$ cat config.mk
export PLATFORM = sky130hd
export DESIGN_NAME = qspi_multi_chan_arbiter
export DESIGN_NICKNAME = d
export VERILOG_FILES = /design/src/rtl/qspi_multi_chan_arbiter.sv
export SDC_FILE = /design/constraint.sdc
export NUM_CORES = 1
export LEC_CHECK = 0
export CORE_AREA = 2 2 201 203
export CTS_CLUSTER_SIZE = 8
export DETAILED_ROUTE_END_ITERATION = 10
export DIE_AREA = 0 0 203 205
export DONT_BUFFER_PORTS = 1
export PLACE_DENSITY_LB_ADDON = 0.08
export RECOVER_POWER = 25
export REMOVE_ABC_BUFFERS = 1
export SLEW_MARGIN = 20
export SYNTH_ARGS = -nofsm -noshare
export SYNTH_HDL_FRONTEND = slang
export SYNTH_SLANG_ARGS = --single-unit
$ cat constraint.sdc
create_clock -name clock -period 2 [get_ports clock]
set_input_delay 0.1 -clock clock [delete_from_list [all_inputs] [get_ports clock]]
set_output_delay 0.1 -clock clock [all_outputs]
set_load 0.02 [all_outputs]
$ cat src/rtl/qspi_multi_chan_arbiter.sv
// N-channel request arbiter for the QSPI control level: picks one upstream channel,
// forwards its instruction to the decoder, steers the shared data FIFOs and routes responses back.
module qspi_multi_chan_arbiter #(
    parameter int NCHAN       = 4,
    parameter int LBL_W       = 2,
    parameter int DATA_W      = 32,
    parameter int TIMEOUT_CYC = 4096
) (
    input  logic                     clock,
    input  logic                     reset,
    input  logic                     io_arb_mode,
    input  logic                     io_tdata_lock,
    input  logic                     io_tran_done,
    input  logic [NCHAN-1:0]         io_chan_req_valid,
    output logic [NCHAN-1:0]         io_chan_req_ready,
    input  logic [8*NCHAN-1:0]       io_chan_req_inst,
    input  logic [24*NCHAN-1:0]      io_chan_req_addr,
    input  logic [8*NCHAN-1:0]       io_chan_req_data_size,
    input  logic [8*NCHAN-1:0]       io_chan_req_data_burstlen,
    output logic [NCHAN-1:0]         io_chan_resp_valid,
    output logic [NCHAN-1:0]         io_chan_resp_error,
    output logic [2*NCHAN-1:0]       io_chan_resp_cause,
    input  logic [NCHAN-1:0]         io_chan_tdata_fifo_wen,
    input  logic [DATA_W*NCHAN-1:0]  io_chan_tdata_fifo_wdata,
    output logic [NCHAN-1:0]         io_chan_tdata_fifo_full,
    input  logic [NCHAN-1:0]         io_chan_rdata_fifo_ren,
    output logic [DATA_W-1:0]        io_chan_rdata_fifo_rdata,
    output logic [NCHAN-1:0]         io_chan_rdata_fifo_empty,
    output logic                     io_flash_req_valid,
    input  logic                     io_flash_req_ready,
    output logic [7:0]               io_flash_req_inst,
    output logic [23:0]              io_flash_req_addr,
    output logic [7:0]               io_flash_req_data_size,
    output logic [7:0]               io_flash_req_data_burstlen,
    output logic [LBL_W-1:0]         io_flash_req_inst_label,
    input  logic                     io_flash_resp_valid,
    input  logic                     io_flash_resp_error,
    input  logic [1:0]               io_flash_resp_cause,
    output logic                     io_tdata_fifo_wen,
    output logic [DATA_W-1:0]        io_tdata_fifo_wdata,
    input  logic                     io_tdata_fifo_full,
    output logic                     io_rdata_fifo_ren,
    input  logic [DATA_W-1:0]        io_rdata_fifo_rdata,
    input  logic                     io_rdata_fifo_empty
);

    localparam int INST_W  = 8;
    localparam int ADDR_W  = 24;
    localparam int SIZE_W  = 8;
    localparam int CAUSE_W = 2;
    localparam int CNT_W   = (TIMEOUT_CYC > 1) ? $clog2(TIMEOUT_CYC) : 1;
    localparam logic [CNT_W-1:0] CNT_LAST = CNT_W'((TIMEOUT_CYC > 0) ? TIMEOUT_CYC - 1 : 0);
    localparam bit WDOG_EN = (TIMEOUT_CYC != 0);

    typedef enum logic [1:0] {
        ST_IDLE  = 2'b00,
        ST_GRANT = 2'b01,
        ST_BUSY  = 2'b10
    } state_t;

    state_t             state_r, state_s;
    logic [LBL_W-1:0]   grant_r, grant_s;
    logic [LBL_W-1:0]   rr_ptr_r, rr_ptr_s;
    logic [CNT_W-1:0]   cnt_r, cnt_s;
    logic [NCHAN-1:0]   resp_valid_r, resp_valid_s;
    logic [NCHAN-1:0]   resp_error_r, resp_error_s;
    logic [2*NCHAN-1:0] resp_cause_r, resp_cause_s;
    logic [LBL_W-1:0]   winner_s;
    int                 gi_s;

    assign gi_s = int'(grant_r);

    // Arbitration winner; loops run from lowest to highest priority so the last hit wins
    always_comb begin
        winner_s = {LBL_W{1'b0}};
        if (io_arb_mode == 1'b0) begin
            for (int i = NCHAN - 1; i >= 0; i--) begin
                winner_s = io_chan_req_valid[i] ? LBL_W'(i) : winner_s;
            end
        end else begin
            for (int k = NCHAN; k >= 1; k--) begin
                winner_s = io_chan_req_valid[(int'(rr_ptr_r) + k) % NCHAN]
                         ? LBL_W'((int'(rr_ptr_r) + k) % NCHAN) : winner_s;
            end
        end
    end

    // Next-state, pointer, watchdog and response-pulse logic
    always_comb begin
        state_s      = state_r;
        grant_s      = grant_r;
        rr_ptr_s     = rr_ptr_r;
        cnt_s        = cnt_r;
        resp_valid_s = {NCHAN{1'b0}};
        resp_error_s = {NCHAN{1'b0}};
        resp_cause_s = {(2*NCHAN){1'b0}};
        case (state_r)
            ST_IDLE: begin
                if (!io_tdata_lock && (|io_chan_req_valid)) begin
                    grant_s = winner_s;
                    state_s = ST_GRANT;
                end else begin
                    state_s = ST_IDLE;
                end
            end
            ST_GRANT: begin
                // A channel that withdraws before the handshake is dropped without a response
                if (!io_chan_req_valid[grant_r]) begin
                    state_s = ST_IDLE;
                end else if (io_flash_req_ready) begin
                    rr_ptr_s = grant_r;
                    cnt_s    = {CNT_W{1'b0}};
                    state_s  = ST_BUSY;
                end else begin
                    state_s = ST_GRANT;
                end
            end
            ST_BUSY: begin
                if (io_flash_resp_valid && io_flash_resp_error) begin
                    resp_valid_s[grant_r] = 1'b1;
                    resp_error_s[grant_r] = 1'b1;
                    resp_cause_s[gi_s*CAUSE_W +: CAUSE_W] = io_flash_resp_cause;
                    state_s = ST_IDLE;
                end else if (io_tran_done) begin
                    resp_valid_s[grant_r] = 1'b1;
                    state_s = ST_IDLE;
                end else if (WDOG_EN && (cnt_r == CNT_LAST)) begin
                    resp_valid_s[grant_r] = 1'b1;
                    resp_error_s[grant_r] = 1'b1;
                    resp_cause_s[gi_s*CAUSE_W +: CAUSE_W] = 2'b11;
                    state_s = ST_IDLE;
                end else begin
                    cnt_s = cnt_r + CNT_W'(1);
                end
            end
            default: begin
                state_s = ST_IDLE;
            end
        endcase
    end

    // State and response registers
    always_ff @(posedge clock) begin
        if (reset) begin
            state_r      <= ST_IDLE;
            grant_r      <= {LBL_W{1'b0}};
            rr_ptr_r     <= LBL_W'(NCHAN - 1);
            cnt_r        <= {CNT_W{1'b0}};
            resp_valid_r <= {NCHAN{1'b0}};
            resp_error_r <= {NCHAN{1'b0}};
            resp_cause_r <= {(2*NCHAN){1'b0}};
        end else begin
            state_r      <= state_s;
            grant_r      <= grant_s;
            rr_ptr_r     <= rr_ptr_s;
            cnt_r        <= cnt_s;
            resp_valid_r <= resp_valid_s;
            resp_error_r <= resp_error_s;
            resp_cause_r <= resp_cause_s;
        end
    end

    assign io_chan_resp_valid = resp_valid_r;
    assign io_chan_resp_error = resp_error_r;
    assign io_chan_resp_cause = resp_cause_r;

    // Request forwarding in GRANT and data-path steering in BUSY; idle values block every channel
    always_comb begin
        io_flash_req_valid         = 1'b0;
        io_flash_req_inst          = 8'h00;
        io_flash_req_addr          = 24'h000000;
        io_flash_req_data_size     = 8'h00;
        io_flash_req_data_burstlen = 8'h00;
        io_flash_req_inst_label    = {LBL_W{1'b0}};
        io_chan_req_ready          = {NCHAN{1'b0}};
        io_tdata_fifo_wen          = 1'b0;
        io_tdata_fifo_wdata        = {DATA_W{1'b0}};
        io_chan_tdata_fifo_full    = {NCHAN{1'b1}};
        io_rdata_fifo_ren          = 1'b0;
        io_chan_rdata_fifo_rdata   = {DATA_W{1'b0}};
        io_chan_rdata_fifo_empty   = {NCHAN{1'b1}};
        case (state_r)
            ST_GRANT: begin
                io_flash_req_valid         = 1'b1;
                io_flash_req_inst          = io_chan_req_inst[gi_s*INST_W +: INST_W];
                io_flash_req_addr          = io_chan_req_addr[gi_s*ADDR_W +: ADDR_W];
                io_flash_req_data_size     = io_chan_req_data_size[gi_s*SIZE_W +: SIZE_W];
                io_flash_req_data_burstlen = io_chan_req_data_burstlen[gi_s*SIZE_W +: SIZE_W];
                io_flash_req_inst_label    = grant_r;
                io_chan_req_ready[grant_r] = io_flash_req_ready;
            end
            ST_BUSY: begin
                io_tdata_fifo_wen                 = io_chan_tdata_fifo_wen[grant_r];
                io_tdata_fifo_wdata               = io_chan_tdata_fifo_wdata[gi_s*DATA_W +: DATA_W];
                io_chan_tdata_fifo_full[grant_r]  = io_tdata_fifo_full;
                io_rdata_fifo_ren                 = io_chan_rdata_fifo_ren[grant_r];
                io_chan_rdata_fifo_rdata          = io_rdata_fifo_rdata;
                io_chan_rdata_fifo_empty[grant_r] = io_rdata_fifo_empty;
            end
            default: begin
            end
        endcase
    end

endmodule

* Word-level counts from Yosys, hierarchy flattened
Cells that the tools add are included.
** Word-level totals
- Register bits :: 34
- Input port bits :: 376
- Output and inout bits :: 145
- Word-level logic and storage cells :: 126
** Operators by class
- Add/sub/neg operators :: 6
- $mul :: 1
- $lt $le $gt $ge :: 6
- Equality and inequality tests :: 9
- Shifts and indexed selects :: 8
- Multiplexer cells :: 63
- Bitwise gates (word level) :: 11
- Reductions and logical operators :: 15
** Operator list (count)
- 128-bit by 8-bit variable part select with 32-bit output :: 1
- 32-bit by 6-bit variable part select with 8-bit output :: 3
- 96-bit by 8-bit variable part select with 24-bit output :: 1
- 32-bit 2-to-1 mux :: 2
- 12-bit 2-to-1 mux :: 5
- 8-bit 2-to-1 mux :: 6
- 3-bit negation with 33-bit output :: 1
- 2-bit by 33-bit variable shift with 8-bit output (first input constant) :: 1
- 2-bit by 33-bit variable part select with 8-bit output :: 1
- 2-bit by 33-bit variable part select with 8-bit output (first input constant) :: 1
- 4-bit 2-to-1 mux :: 8
- 2-bit 2-to-1 mux :: 15
- 24-bit 2-to-1 mux :: 1
- 12-bit one-hot mux with 2 select lines :: 1
- 8-bit bitwise AND :: 2
- 3-bit by 4-bit < comparator with 1-bit output (second input constant) :: 4
- 1-bit 2-to-1 mux :: 16
- 1-bit binary-select mux with 2-bit select :: 7
- 12-bit by 1-bit adder with 12-bit output (second input constant) :: 1
- 12-bit equality test (second input constant) :: 1
- 2-bit inequality test (second input constant) :: 5
- 2-bit OR reduction :: 5
- 4-bit OR :: 2
- 2-bit one-hot mux with 3 select lines :: 1
- other kinds (21) :: 28

* Logic depth before layout (Yosys ltp)
- Depth after elaboration :: 11
- Gate-level depth with buffers :: 7
- Gate-level depth less buffers :: 5

* Worst setup path before layout
No wires, ideal clock.
- Path kind :: register to register
- Start :: register grant_r[1]
- End :: register resp_cause_r[0] (netlist: io_chan_resp_cause[0])
- Library setup time :: 0.070 ns
- Arrival :: 1.924 ns
- Path slack :: 0.006 ns
- Stages on the path, launching flop included :: 8
- Path buffers :: 2
- Path through :: dfxtp_1 clkbuf_1 buf_1 inv_1 ha_1 nor4b_1 nand2_1 a21oi_1
** On the way
- Cells in the longest elaborated chain, start to end :: 6
- Elaborated cells between the ends (all ways) :: 9
- Those cells by class :: add/sub: 1; shift: 3; mux: 3; bitwise: 2
** Ends and longest elaborated chain
- from (decl) :: line 62 : logic [LBL_W-1:0] grant_r, grant_s;
- from (signal assigned) :: line 146 : grant_r <= {LBL_W{1'b0}};
- from (signal assigned) :: line 154 : grant_r <= grant_s;
- 3-bit negation with 33-bit output (*) :: line 122, 130
- 2-bit by 33-bit variable part select with 8-bit output / 2-bit by 33-bit variable shift with 8-bit output (equally long branches) :: line 130, 122
- 8-bit bitwise AND (no line)
- 8-bit 2-to-1 mux :: line 127 : end else if (WDOG_EN && (cnt_r == CNT_LAST)) begin
- 8-bit 2-to-1 mux :: line 124 : end else if (io_tran_done) begin
- 8-bit 2-to-1 mux (*) :: line 119 : if (io_flash_resp_valid && io_flash_resp_error) begin
- to (signal assigned) :: line 151 : resp_cause_r <= {(2*NCHAN){1'b0}};
- to (signal assigned) :: line 159 : resp_cause_r <= resp_cause_s;
- to (decl) :: line 67 : logic [2*NCHAN-1:0] resp_cause_r, resp_cause_s;
Mark *: on every way between the ends. The rest lies on a longest branch, timed or not.
A chain may end at the register's enable or synchronous reset.

* Worst setup path in the final report
- Start :: register grant_r[0]
- End :: output io_tdata_fifo_wdata[28]
** On the way
- Cells in the longest elaborated chain, start to end :: 2
** Ends and longest elaborated chain
- 128-bit by 8-bit variable part select with 32-bit output :: line 194 : io_tdata_fifo_wdata = io_chan_tdata_fifo_wdata[gi_s*DATA_W +: DATA_W];
- 32-bit 2-to-1 mux :: line 182 : case (state_r)
- to (decl) :: line 40 : output logic [DATA_W-1:0] io_tdata_fifo_wdata,
No other way between the ends.

==> summary.md <==
| Metric | Value |
|---|---|
| Ranking of synthesized cells by area | mux4_2 (43%), and2_1 (17%), dfxtp_1 (16%) |
| XOR/XNOR share of the synthesized area | 0% |
| Worst min-delay path category | in2reg |
| Ports | 521 |
| # fillers | 4443 |
| Post-route setup slack | between 0.05 and 0.06 ns |
| Clk root buf | clkbuf_16 |
| Fin nets | between 800 and 900 |
| Starting DRT DRC Count | 262 |
| IO Port Bufs | 0 |
| Peak fanout along the critical path | 20 |
| Vias in the first global route | between 4000 and 5000 |
| Post-Synthesis Cell Area | between 4000 and 5000 µm² |
| Syn Area/Cell | around 10 µm² |
| Cells after synthesis | around 430 |
| Mux cell area share after synthesis | between 40% and 50% |
| Total global routing track utilization | about a tenth |
| Clk_lat worst skew | approximately 0.28 ns |
| Initial Util | 11.05% |
| Seq. cell area | 688.2 µm² |
| Post-Synth Adder-Cell Area | under 10% |
| Clock sinks | 34 |
| WP data arrival | around 1.9 ns |
| Antenna violations before repair | 14 |
| Largest net degree at the start of global routing | 68 |
| DIE AREA | between 40000 and 50000 µm² |
| Vias | approximately 3900 |
| Reg-to-Reg Start | cnt_r[2]$_SDFFE_PP0P_ |
| CTS tree | yes |
| Static Leakage | approximately 1.6 nW |
| Area growth syn-to-layout | 24.12% |
| Max Clock Freq | between 500 and 600 MHz |
| Register bit count reported by yosys | 34 |
| Core area | 39370 µm² |
| Final Critical Period | 1.946 ns |
| Synth unique cells | 39 |
| Kind of critical path | reg2out |
| Post-synthesis compound-gate area fraction | under 10% |
| RSZ-0062 raised after global routing | true |
| Area occupied by multi-input gates | roughly 3500 µm² |
| Async set-reset flop share out of synthesis | 0% |
| Max Buffers Root-to-Sink | 2 |
| Post-route ant nets | 0 |
| Hold path startpoint | reset |
| Htree depth | 2 |
| Most common cell in the netlist | and2_1 |
| Maximum vdd drop | about 290 µV |
| Detailed Routing Iterations Pass 1 | 4 |
| Dpl hpwl | slightly below 20 mm |
| Simple-gate share of the synthesized area | between 20% and 30% |
| RD Place Congestion | slightly below 0.9 |
| Layout cell share with drive strength beyond 1 | between 20% and 30% |
| Largest family of logic cells by synthesized area | multiplexers |
| Total of max-cap violations | 0 |
| Pwr Total | 2.637 mW |
| Wire per inst | roughly 24 µm |
| Final period util | a little over nine tenths |
| Status | finished, final reports clean |
| Die W | around 200 µm |
| Slew Limit Fails | 0 |
| Setup violators final | 0 |
| CTS buffer count | 5 |
| Power Dens Cells | 488.2 nW/µm² |
| YS warnings | 0 |
| Grt total ovfl | 0 |
| Max transition margin | 63.24% |
| Worst-margin pin slew | about 0.55 ns |
| Fin Clk Skew | a little over 0.005 ns |
| Rows | 73 |
| First-pass GRT wire length | a little over 30 mm |
| Final Util | ~14% |
| Post-synth EDFFs | 0 |
| Post-synth top area share | 42.96% |
| Ys flop type | dfxtp_1 |
| Post-synth top area cell | mux4_2 |
| DIE HEIGHT | slightly above 200 µm |
| WL final | approximately 23 mm |
| Fin. Hold Viols | 0 |
| Crit. Startpoint | grant_r[0]$_SDFFE_PP0P_ |
| Post-synth top cells | and2_1 (119), mux4_2 (83), dfxtp_1 (34) |
| Drt via density | between 4 and 5 |
| CP required | 1.90 ns |
| DRC violations left | 0 |
| Pre-CTS setup slack | between 0.15 and 0.2 ns |
| Crit. End Element | output pin |
| Clock slew at the register clock pins of the worst setup and hold paths | roughly 0.06 ns |
| Sequential fraction of the synthesis area | 15.64% |
| Setup crit start kind | flip-flop |
[worst max-delay path, cell delays in order (launching register included)]
cell and delay [ns]:
dfxtp_4 0.39, buf_4 0.14, buf_16 0.18, mux4_2 0.56, and2_1 0.26
[where the power goes]
| part | switching, mW | internal (mW) |
|---|---|---|
| clock | 0.299 | 0.583 |
| combinational | 0.524 | 0.531 |
| sequential | 0.0138 | 0.686 |
[worst paths after layout]
path / end / slack, ns / cells past startpoint
setup / recovery: io_tdata_fifo_wdata[28] / 0.05 / 4
hold / removal: rr_ptr_r[0]$_SDFFE_PP1P_ / 0.05 / 2
setup reg to reg: cnt_r[9]$_SDFFE_PP0P_ / 0.16 / 4
hold reg to reg: cnt_r[9]$_SDFFE_PP0P_ / 0.50 / 2
[layer usage]
metal  GRT usage [%]  wire length [µm]  vias to the layer above  part of all wire, %
met2           19.30             12070                      370                   52
li1                -                 -                     1627                    -
met1           9.806              7840                     1896                   34
met4           2.398               388                       10                  1.7
met5               0                65                        -                 0.28
met3           5.361              2937                       29                   13
[what timing repair did]
action / in CTS / in global routing
setup buffers: 0 / 3
hold endpoints to repair: 11 / 0
gates resized for setup: 8 / 2
hold buffers: 3 / 0
gates cloned: 1 / 2
setup endpoints to repair: 34 / 60
[sequential cells by signal, summed over array words and instances, names as in the netlist]
register,flops
io_chan_resp_valid,4
state_r,2
grant_r,2
cnt_r,12
rr_ptr_r,2
io_chan_resp_cause,8
io_chan_resp_error,4
[final cells by class]
class                           count  share of cell area, %
Antenna cell                       12                 0.5559
Clock buffer                        5                  2.316
Clock inverter                      3                 0.7413
Inverter                            9                 0.6254
Multi-Input combinational cell    346                  64.84
Sequential cell                    34                  12.74
Tap cell                          525                  12.16
Timing Repair Buffer               23                  6.023
[placed cells by master (no fill, tap or decap), drive strengths merged, types with 9 or more instances in the layout]
master	n
nor2	12
mux4	83
inv	9
or4	9
a21oi	26
nand2	27
buf	18
dfxtp	34
and2	119
diode	12
o21ai	9
[per-stage QoR]
step                hold WS [ns]  instance area (µm²)  TNS [ns]  std cells
finish                   0.04912                 5401         0        957
global route             0.06884                 5391  -0.03208        953
CTS                      0.04711                 5273    -1.551        940
detailed placement        0.1807                 5022         0        928
global placement          0.1848                 5022         0        928
floorplan                 0.1721                 4202   -348.29        389
[logic make-up (layout without fill, tap and decap cells)]
kind of cell | after synthesis | count (layout)
buf+inv | 45 | 40
fa+ha+maj | 8 | 8
compound gates | 55 | 55
mux | 86 | 86
simple gates | 197 | 197
other cells | 0 | 12
flops | 34 | 34
Power figures use the tool's default switching activity.
